$ cat config.mk
export PLATFORM = sky130hd
export DESIGN_NAME = instr_mem_loader
export DESIGN_NICKNAME = d
export VERILOG_FILES = /design/src/rtl/instr_mem_loader.sv
export SDC_FILE = /design/constraint.sdc
export NUM_CORES = 1
export LEC_CHECK = 0
export ABC_CLOCK_PERIOD_IN_PS = 2300
export CORE_MARGIN = 3
export CORE_UTILIZATION = 49
export CTS_CLUSTER_DIAMETER = 100
export DETAILED_ROUTE_END_ITERATION = 10
export PLACE_DENSITY = 0.78
export SLEW_MARGIN = 20
export SYNTH_ARGS = -nofsm -noshare
export SYNTH_HDL_FRONTEND = slang
export SYNTH_SLANG_ARGS = --single-unit
$ cat constraint.sdc
create_clock -name clk -period 2.3 [get_ports clk]
set_clock_uncertainty 0.1 [all_clocks]
set_input_delay 0.23 -clock clk [delete_from_list [all_inputs] [get_ports clk]]
set_output_delay 0.23 -clock clk [all_outputs]
set_load 0.01 [all_outputs]
$ cat src/rtl/instr_mem_loader.sv
// rtl/instr_mem_loader.sv - boot-time byte-stream loader for instruction memory; LOADER_CHECKSUM_EN adds a trailing XOR checksum byte
module instr_mem_loader #(
    parameter int DEPTH_WORDS = 256
) (
    input  logic        clk,
    input  logic        reset,
    input  logic        start,
    input  logic        s_valid,
    input  logic [7:0]  s_data,
    output logic        s_ready,
    output logic        im_we,
    output logic [31:0] im_addr,
    output logic [31:0] im_wdata,
    output logic        cpu_hold,
    output logic        busy,
    output logic        done,
    output logic        error
);

    typedef enum logic [2:0] {
        IDLE   = 3'd0,
        LEN_HI = 3'd1,
        LEN_LO = 3'd2,
        DATA   = 3'd3,
        WRITE  = 3'd4,
`ifdef LOADER_CHECKSUM_EN
        CHECK  = 3'd5,
`endif
        DONE   = 3'd6,
        ERR    = 3'd7
    } state_t;

    state_t      state;
    logic [15:0] len;
    logic [15:0] word_idx;
    logic [1:0]  byte_idx;
    logic [23:0] word_q;
`ifdef LOADER_CHECKSUM_EN
    logic [7:0]  csum;
`endif

    logic        accept;
    logic [15:0] len_next;

    // A byte moves only when the registered ready meets the source's valid.
    assign accept   = s_valid & s_ready;
    assign len_next = {len[15:8], s_data};

    // Loader FSM; every output is registered alongside the state it belongs to.
    always_ff @(posedge clk or negedge reset) begin
        if (!reset) begin
            state    <= IDLE;
            len      <= 16'd0;
            word_idx <= 16'd0;
            byte_idx <= 2'd0;
            word_q   <= 24'd0;
`ifdef LOADER_CHECKSUM_EN
            csum     <= 8'd0;
`endif
            s_ready  <= 1'b0;
            im_we    <= 1'b0;
            im_addr  <= 32'd0;
            im_wdata <= 32'd0;
            cpu_hold <= 1'b1;
            busy     <= 1'b0;
            done     <= 1'b0;
            error    <= 1'b0;
        end else begin
            im_we <= 1'b0;
            case (state)
                IDLE, DONE, ERR: begin
                    if (start) begin
                        state    <= LEN_HI;
                        word_idx <= 16'd0;
                        byte_idx <= 2'd0;
`ifdef LOADER_CHECKSUM_EN
                        csum     <= 8'd0;
`endif
                        s_ready  <= 1'b1;
                        busy     <= 1'b1;
                        cpu_hold <= 1'b1;
                        done     <= 1'b0;
                        error    <= 1'b0;
                    end
                end
                LEN_HI: begin
                    if (accept) begin
                        len[15:8] <= s_data;
`ifdef LOADER_CHECKSUM_EN
                        csum      <= csum ^ s_data;
`endif
                        state     <= LEN_LO;
                    end
                end
                LEN_LO: begin
                    if (accept) begin
                        len[7:0] <= s_data;
`ifdef LOADER_CHECKSUM_EN
                        csum     <= csum ^ s_data;
`endif
                        if ({1'b0, len_next} > 17'(DEPTH_WORDS)) begin
                            state   <= ERR;
                            s_ready <= 1'b0;
                            busy    <= 1'b0;
                            error   <= 1'b1;
                        end else if (len_next == 16'd0) begin
`ifdef LOADER_CHECKSUM_EN
                            state    <= CHECK;
`else
                            state    <= DONE;
                            s_ready  <= 1'b0;
                            busy     <= 1'b0;
                            done     <= 1'b1;
                            cpu_hold <= 1'b0;
`endif
                        end else begin
                            state <= DATA;
                        end
                    end
                end
                DATA: begin
                    if (accept) begin
`ifdef LOADER_CHECKSUM_EN
                        csum     <= csum ^ s_data;
`endif
                        byte_idx <= byte_idx + 2'd1;
                        case (byte_idx)
                            2'd0: word_q[7:0]   <= s_data;
                            2'd1: word_q[15:8]  <= s_data;
                            2'd2: word_q[23:16] <= s_data;
                            default: begin
                                // Last byte goes straight into the write data; no extra cycle.
                                state    <= WRITE;
                                s_ready  <= 1'b0;
                                im_we    <= 1'b1;
                                im_addr  <= {14'd0, word_idx, 2'b00};
                                im_wdata <= {s_data, word_q};
                            end
                        endcase
                    end
                end
                WRITE: begin
                    word_idx <= word_idx + 16'd1;
                    if (word_idx == len - 16'd1) begin
`ifdef LOADER_CHECKSUM_EN
                        state    <= CHECK;
                        s_ready  <= 1'b1;
`else
                        state    <= DONE;
                        busy     <= 1'b0;
                        done     <= 1'b1;
                        cpu_hold <= 1'b0;
`endif
                    end else begin
                        state   <= DATA;
                        s_ready <= 1'b1;
                    end
                end
`ifdef LOADER_CHECKSUM_EN
                CHECK: begin
                    if (accept) begin
                        s_ready <= 1'b0;
                        busy    <= 1'b0;
                        if (s_data == csum) begin
                            state    <= DONE;
                            done     <= 1'b1;
                            cpu_hold <= 1'b0;
                        end else begin
                            state <= ERR;
                            error <= 1'b1;
                        end
                    end
                end
`endif
                default: begin
                    state   <= IDLE;
                    s_ready <= 1'b0;
                    busy    <= 1'b0;
                end
            endcase
        end
    end

endmodule

==> flow_metrics.py, run 1 <==
metrics = {
    "power": {
        "cellInternalPower_mw": 5.65,
        "switching_share_pct": 33.8,
        "net-switching-power_mw": 2.88,
        "power.sequential.fraction_pct": 34.5,
        "power.density_cell_area_nw_per_um2": 1160,
        "ir_worst_vdd_mv": 0.659,
        "relative_contribution_of_the_clock_network_to_total_power_pct": 31.0,
        "leakage_nw": 3.48,
        "total_power_mw": 8.54,
        "combPwrFrac_pct": 34.5,
    },
    "timing": {
        "post-route-min-period_ns": 2.41,
        "hold_violations": 0,
        "worst_margin_pin_slew_ns": 0.670,
        "timing.fmax_mhz": 416,
        "final_worst_path_cycle_share_pct": 105,
        "final.setup.worst_slack_ns": -0.106,
        "holdWs_ns": 0.305,
        "unrepaired_setup_endpoints_after_global_routing": "true",
        "slew_headroom_pct": 55.4,
        "report.final.setup_viol": 6,
        "timing.final.max_slew_violations": 0,
        "totalNegativeSetupSlack_ns": -0.392,
    },
    "synth": {
        "async_flop_share_pct": 100,
        "synth_sequential_area_ratio_pct": 51.4,
        "synth-warning-count": 0,
        "synth_seq_cells": 115,
        "syn_area_per_cell_sq_um": 10.6,
        "synth.cell_area_sq_um": 5600,
        "syn-instance-count": 528,
        "yosys_most_used_dff": "sky130_fd_sc_hd__dfrtp_1",
        "synth_edf_count": 0,
        "synth_unique_cells": 55,
    },
    "clocking": {
        "cts_buffer_depth": 2,
        "clock_tree_from_tritoncts": "built",
        "htree_num_levels": 4,
        "worstSkewPairLatency_ns": 0.41,
        "clock-sinks": 115,
        "number_of_clock_buffers_inserted_by_tritoncts": 17,
        "clk_pin_slew_worst_paths_ns": 0.06,
        "clock-root-buffer": "sky130_fd_sc_hd__clkbuf_16",
    },
    "final_layout": {
        "finish.utilization_pct": 67.2,
        "drive_gt1_share_pct": 27.5,
        "final_net_count": 663,
        "most-common-layout-cells": "sky130_fd_sc_hd__dfrtp_1 (114), sky130_fd_sc_hd__nand2_1 (100), sky130_fd_sc_hd__clkdlybuf4s50_1 (64), sky130_fd_sc_hd__mux2_2 (63), sky130_fd_sc_hd__buf_4 (59)",
        "layout.cells.most_common": "sky130_fd_sc_hd__dfrtp_1",
        "n_antenna_cell": 0,
        "area.growth.synth_to_final_pct": 31.8,
    },
    "setup_path": {
        "crit_arrival_ns": 2.60,
        "critical_path_required_ns": 2.49,
        "endpoint_kind": "register",
        "crit_path_max_fanout": 6,
        "setup.worst_path.class": "register to register",
        "number_of_cell_instances_on_the_worst_register_to_register_path": 7,
        "setup.worst_path.start_class": "register",
    },
    "place": {
        "hpwl_um": 9640,
        "gpl.final_weighted_congestion": 0.900,
        "buffer_ports.inserted": 65,
    },
    "outcome": {
        "status": "complete, but fails checks",
        "violations": "negative setup slack",
    },
    "routing": {
        "vias": 4355,
        "dr.pass1.iters": 4,
        "avgViaCountPerCell": 5.46,
        "remaining_drc_errors": 0,
        "drtAntennaViolNets": 0,
        "dr.first_iter.drc_count": 359,
        "detail_route.wl_per_cell_um": 17.3,
        "route.final.wire_length_um": 13800,
    },
    "grt": {
        "grt-ovfl-total": 0,
        "total_grt_usage_pct": 22.6,
        "grt_antenna_before_repair": 0,
        "grt_max_degree": 52,
        "global_route_wire_length_before_repair_um": 22600,
        "first_global_vias": 4540,
    },
    "floorplanning": {
        "floorplan.die_area_sq_um": 12700,
        "initial_utilization_pct": 51.0,
        "placementRows": 38,
        "core_sq_um": 11000,
        "floorplan.io_pins": 82,
        "dieWidth_um": 113,
        "die_y_um": 113,
    },
    "min_path": {
        "holdCritPathClass": "input pin to asynchronous set/reset pin",
    },
    "job": {
        "drv.max_cap_violation_count": 0,
    },
}
[cell type report]
cell class | instances | area [sq um]
sequential | 115 | 2880
multi-input combinational | 375 | 2560
tap | 140 | 175
clock buffer | 17 | 425
inverter | 10 | 37.5
clock inverter | 15 | 170
timing repair buffer | 126 | 1130
fill | 817 | 3600
[registers in the layout (all words and copies together) (netlist names)]
signal    flops
im_we         1
done          1
byte_idx      2
len          16
im_addr      16
cpu_hold      1
s_ready       1
word_idx     16
error         1
im_wdata     32
word_q       24
state         3
busy          1
[per-layer routing]
| metal | part of all wire [%] | global-route usage (%) | vias up |
|---|---|---|---|
| met1 | 41 | 27.4 | 2148 |
| met5 | 0 | 0 | - |
| li1 | - | - | 2042 |
| met2 | 51 | 38.3 | 136 |
| met4 | 2.3 | 9.54 | 0 |
| met3 | 5.6 | 5.61 | 29 |
[synth_stat cells (all sizes together), types with 3 or more instances]
master	instances	area, sq um
a21oi	8	40.0
a31oi	6	37.5
and2	4	25.0
and3	3	18.8
buf	23	166
clkbuf	20	78.8
dfrtp	114	2850
ha	6	75.1
inv	10	37.5
mux2	63	709
mux2i	6	60.1
nand2	102	383
nand2b	4	25.0
nand3	12	60.1
nand4	6	37.5
nor2	25	93.8
nor2b	4	25.0
nor3	5	30.0
nor4	9	71.3
o211ai	5	37.5
o21ai	25	125
o22ai	3	18.8
o31ai	5	37.5
or3	4	25.0
or4	3	33.8
xnor2	9	78.8
xor2	15	131
[stage by stage]
step	setup slack, ns	cells	cell area [sq um]
after floorplan	0.00653	543	5670
after global placement	-0.0736	759	6680
after detailed placement	-0.197	759	6680
after CTS	-0.114	797	7360
after global routing	-0.188	798	7380
final	-0.106	798	7380
[cells by family (layout without fill, tap and decap cells)]
logic type | after synthesis | count (layout) | synth area share [%]
mux | 69 | 69 | 13.7
simple gates | 191 | 191 | 16.2
xor+xnor | 24 | 24 | 3.75
compound gates | 69 | 69 | 8.40
flops | 115 | 115 | 51.4
buf+inv | 53 | 168 | 5.05
fa+ha+maj | 6 | 6 | 1.34
other cells | 1 | 16 | 0.0670
[power groups by stage]
stage	registers (mW)	logic, mW	clock network, mW
6_report	2.94	2.95	2.65
5_1_grt	3.01	3.24	2.77
4_1_cts	2.94	2.91	2.68
3_5_place_dp	2.96	2.78	0
3_3_place_gp	2.92	2.69	0
2_1_floorplan	2.96	1.68	0
[worst max-delay path, cell delays in order, from the launching register on]
cell,delay (ns)
sky130_fd_sc_hd__dfrtp_1,0.41
sky130_fd_sc_hd__or4_4,0.58
sky130_fd_sc_hd__nor4_4,0.24
sky130_fd_sc_hd__a21oi_1,0.13
sky130_fd_sc_hd__o2111ai_2,0.27
sky130_fd_sc_hd__a2111oi_4,0.07
sky130_fd_sc_hd__buf_4,0.18
sky130_fd_sc_hd__a221o_1,0.31
[path summary, 6_finish.rpt]
kind | start | to | slack, ns
min in group clk | im_addr[17] | im_addr[17] | 0.37
min reg2reg | im_addr[17] | im_addr[17] | 0.37
max in group asynchronous | reset | im_wdata[21] | 1.13
max reg2reg | len[1] | done | -0.11
max | len[1] | done | -0.11
min | reset | im_addr[13] | 0.30
[timing repair]
item	CTS	global route
pin swaps	10	6
setup endpoints to repair	6	6
resized for setup	9	3
setup buffers	5	1
hold buffers	1	0
hold endpoints to repair	47	0
(Power assumes the default switching activity.)
==> run 2, diff against run 1 <==
--- a/config.mk
+++ b/config.mk
@@ -11,7 +11,6 @@
 export CTS_CLUSTER_DIAMETER = 100
 export DETAILED_ROUTE_END_ITERATION = 10
 export PLACE_DENSITY = 0.78
-export SLEW_MARGIN = 20
 export SYNTH_ARGS = -nofsm -noshare
 export SYNTH_HDL_FRONTEND = slang
 export SYNTH_SLANG_ARGS = --single-unit
==> results of run 2 <==
No change in the layout: final DEF, timing and power equal those of run 1.
==> run 3, diff against run 2 <==
--- a/config.mk
+++ b/config.mk
@@ -10,7 +10,8 @@
 export CORE_UTILIZATION = 49
 export CTS_CLUSTER_DIAMETER = 100
 export DETAILED_ROUTE_END_ITERATION = 10
-export PLACE_DENSITY = 0.78
+export PLACE_DENSITY = 0.8
 export SYNTH_ARGS = -nofsm -noshare
 export SYNTH_HDL_FRONTEND = slang
 export SYNTH_SLANG_ARGS = --single-unit
+export TNS_END_PERCENT = 30
==> flow_metrics.py, run 3 (synthesized netlist as in run 1, its figures left out) <==
metrics = {
    "outcome": {
        "status": "complete, but fails checks",
        "violations": "negative setup slack",
    },
    "grt": {
        "first_global_vias": 4561,
        "grt_max_degree": 45,
        "total_grt_usage_pct": 22.6,
        "global_route_wire_length_before_repair_um": 22700,
        "grt-ovfl-total": 0,
        "grt_antenna_before_repair": 0,
    },
    "place": {
        "gpl.final_weighted_congestion": 0.909,
        "setup_slack_at_placement_ns": -0.119,
        "hpwl_um": 9330,
        "buffer_ports.inserted": 65,
        "post-place-cells": 757,
        "placed_area_sq_um": 6650,
    },
    "timing": {
        "slew_headroom_pct": 63.1,
        "hold_violations": 0,
        "post-route-min-period_ns": 2.39,
        "timing.final.max_slew_violations": 0,
        "final.setup.worst_slack_ns": -0.0897,
        "worst_margin_pin_slew_ns": 0.553,
        "final_worst_path_cycle_share_pct": 104,
        "unrepaired_setup_endpoints_after_global_routing": "true",
        "holdWs_ns": 0.254,
        "report.final.setup_viol": 6,
        "timing.fmax_mhz": 418,
    },
    "floorplanning": {
        "floorplan.io_pins": 82,
        "initial_utilization_pct": 51.0,
        "floorplan.die_area_sq_um": 12700,
        "dieWidth_um": 113,
        "die_y_um": 113,
        "core_sq_um": 11000,
        "placementRows": 38,
    },
    "clocking": {
        "clock_tree_from_tritoncts": "built",
        "clock-root-buffer": "sky130_fd_sc_hd__clkbuf_16",
        "clk_pin_slew_worst_paths_ns": 0.06,
        "clock-sinks": 115,
        "post-cts-setup-buffer-count": 0,
        "htree_num_levels": 4,
        "number_of_clock_buffers_inserted_by_tritoncts": 17,
        "worstSkewPairLatency_ns": 0.41,
        "cts_buffer_depth": 2,
    },
    "power": {
        "combPwrFrac_pct": 33.3,
        "switching_share_pct": 33.1,
        "leakage_nw": 3.45,
        "relative_contribution_of_the_clock_network_to_total_power_pct": 32.0,
        "net-switching-power_mw": 2.83,
        "cellInternalPower_mw": 5.72,
        "power.density_cell_area_nw_per_um2": 1170,
        "ir_worst_vdd_mv": 0.632,
        "power.sequential.fraction_pct": 34.7,
    },
    "routing": {
        "drtAntennaViolNets": 0,
        "dr.first_iter.drc_count": 327,
        "dr.pass1.iters": 4,
        "route.final.wire_length_um": 13700,
        "detail_route.wl_per_cell_um": 17.3,
        "avgViaCountPerCell": 5.51,
        "vias": 4354,
        "remaining_drc_errors": 0,
    },
    "setup_path": {
        "critical_path_required_ns": 2.48,
        "setup.worst_path.start_class": "register",
        "crit_arrival_ns": 2.57,
        "crit_path_max_fanout": 6,
        "setup.worst_path.class": "register to register",
        "endpoint_kind": "register",
        "worst_setup_path_startpoint": "len[9]",
        "worst_reg2reg_endpoint": "s_ready",
        "r2r_setup_slack_ns": -0.09,
        "number_of_cell_instances_on_the_worst_register_to_register_path": 7,
        "cp_slowest_stage_delay_ns": 0.42,
        "worstSetupEndpoint": "s_ready",
        "worst_path_max_delay_cell": "sky130_fd_sc_hd__dfrtp_1",
        "r2r-start": "len[9]",
        "timing.critical_path.cells": "or3_1 -> nor4_1 -> and3_1 -> o2111ai_2 -> a2111oi_4 -> buf_4 -> a31oi_1",
    },
    "final_layout": {
        "final_net_count": 655,
        "fin_cells": 790,
        "largest_registers_ranked_by_flip_flop_count": "im_wdata x32, word_q x24",
        "most-common-layout-cells": "sky130_fd_sc_hd__dfrtp_1 (114), sky130_fd_sc_hd__nand2_1 (101), sky130_fd_sc_hd__clkdlybuf4s50_1 (64), sky130_fd_sc_hd__mux2_2 (63), sky130_fd_sc_hd__buf_4 (52)",
        "layout.cells.most_common": "sky130_fd_sc_hd__dfrtp_1",
        "largest_register_ffs": 32,
        "area.growth.synth_to_final_pct": 30.4,
        "n_antenna_cell": 0,
        "filler_cell_count": 813,
        "final_design_area_no_fill_sq_um": 7300,
        "largest_register_by_flop_count": "im_wdata",
        "drive_gt1_share_pct": 25.7,
    },
    "job": {
        "drv.max_cap_violation_count": 0,
    },
    "min_path": {
        "holdCritPathClass": "input pin to asynchronous set/reset pin",
    },
}
run 3: worst min path at each step:
stage,slack (ns),end,cells after the start,startpoint
3_3_place_gp,0.15,im_addr[3],1,reset
4_1_cts,0.26,im_wdata[25],2,reset
6_report,0.25,im_wdata[25],2,reset
3_5_place_dp,0.16,im_addr[14],1,reset
5_1_grt,0.30,im_wdata[25],2,reset
2_1_floorplan,-0.17,busy,0,reset
run 3: critical path, delay by kind of cell (launching register included):
family | cells | cell delay, ns
buffers and inverters | 1 | 0.20
AOI/OAI and AO/OA | 3 | 0.55
DFF | 1 | 0.42
and+or+nand+nor | 3 | 0.99
run 3: area by class of cell:
cell class	instances	area, sq um	share of cell area (%)
Sequential cell	115	2880	39.4
Multi-Input combinational cell	375	2530	34.7
Timing Repair Buffer	118	1060	14.5
Clock buffer	19	443	6.07
Tap cell	140	175	2.40
Clock inverter	13	171	2.35
Inverter	10	37.5	0.514
run 3: layer usage:
layer / part of all wire (%) / GRT usage (%)
met2: 49 / 36.9
met5: 0 / 0
met4: 2.6 / 10.1
met3: 3.9 / 5.13
met1: 45 / 28.9
run 3: per-stage QoR:
step	util, %	setup TNS [ns]	power [mW]
6_report	66.5	-0.374	8.55
5_1_grt	66.5	-1.08	9.00
4_1_cts	66.3	-0.272	8.55
3_5_place_dp	60.5	-0.589	5.73
3_3_place_gp	60.5	-0.110	5.60
2_1_floorplan	-	0	4.64
run 3: power groups by stage:
stage	Clock [mW]	Sequential, mW	Combinational [mW]
final	2.74	2.97	2.84
after detailed placement	0	2.97	2.75
after global routing	2.87	3.03	3.10
after global placement	0	2.93	2.67
after CTS	2.77	2.96	2.82
after floorplan	0	2.96	1.68
run 3: repair_timing:
| action | 4_1_cts | 5_1_grt |
|---|---|---|
| pin swaps | 1 | 0 |
| gates resized for setup | 2 | 3 |
| endpoints found under the setup margin | 6 | 6 |
| endpoints found under the hold margin | 40 | 0 |
| gates cloned | 0 | 0 |
| hold buffers | 1 | 0 |
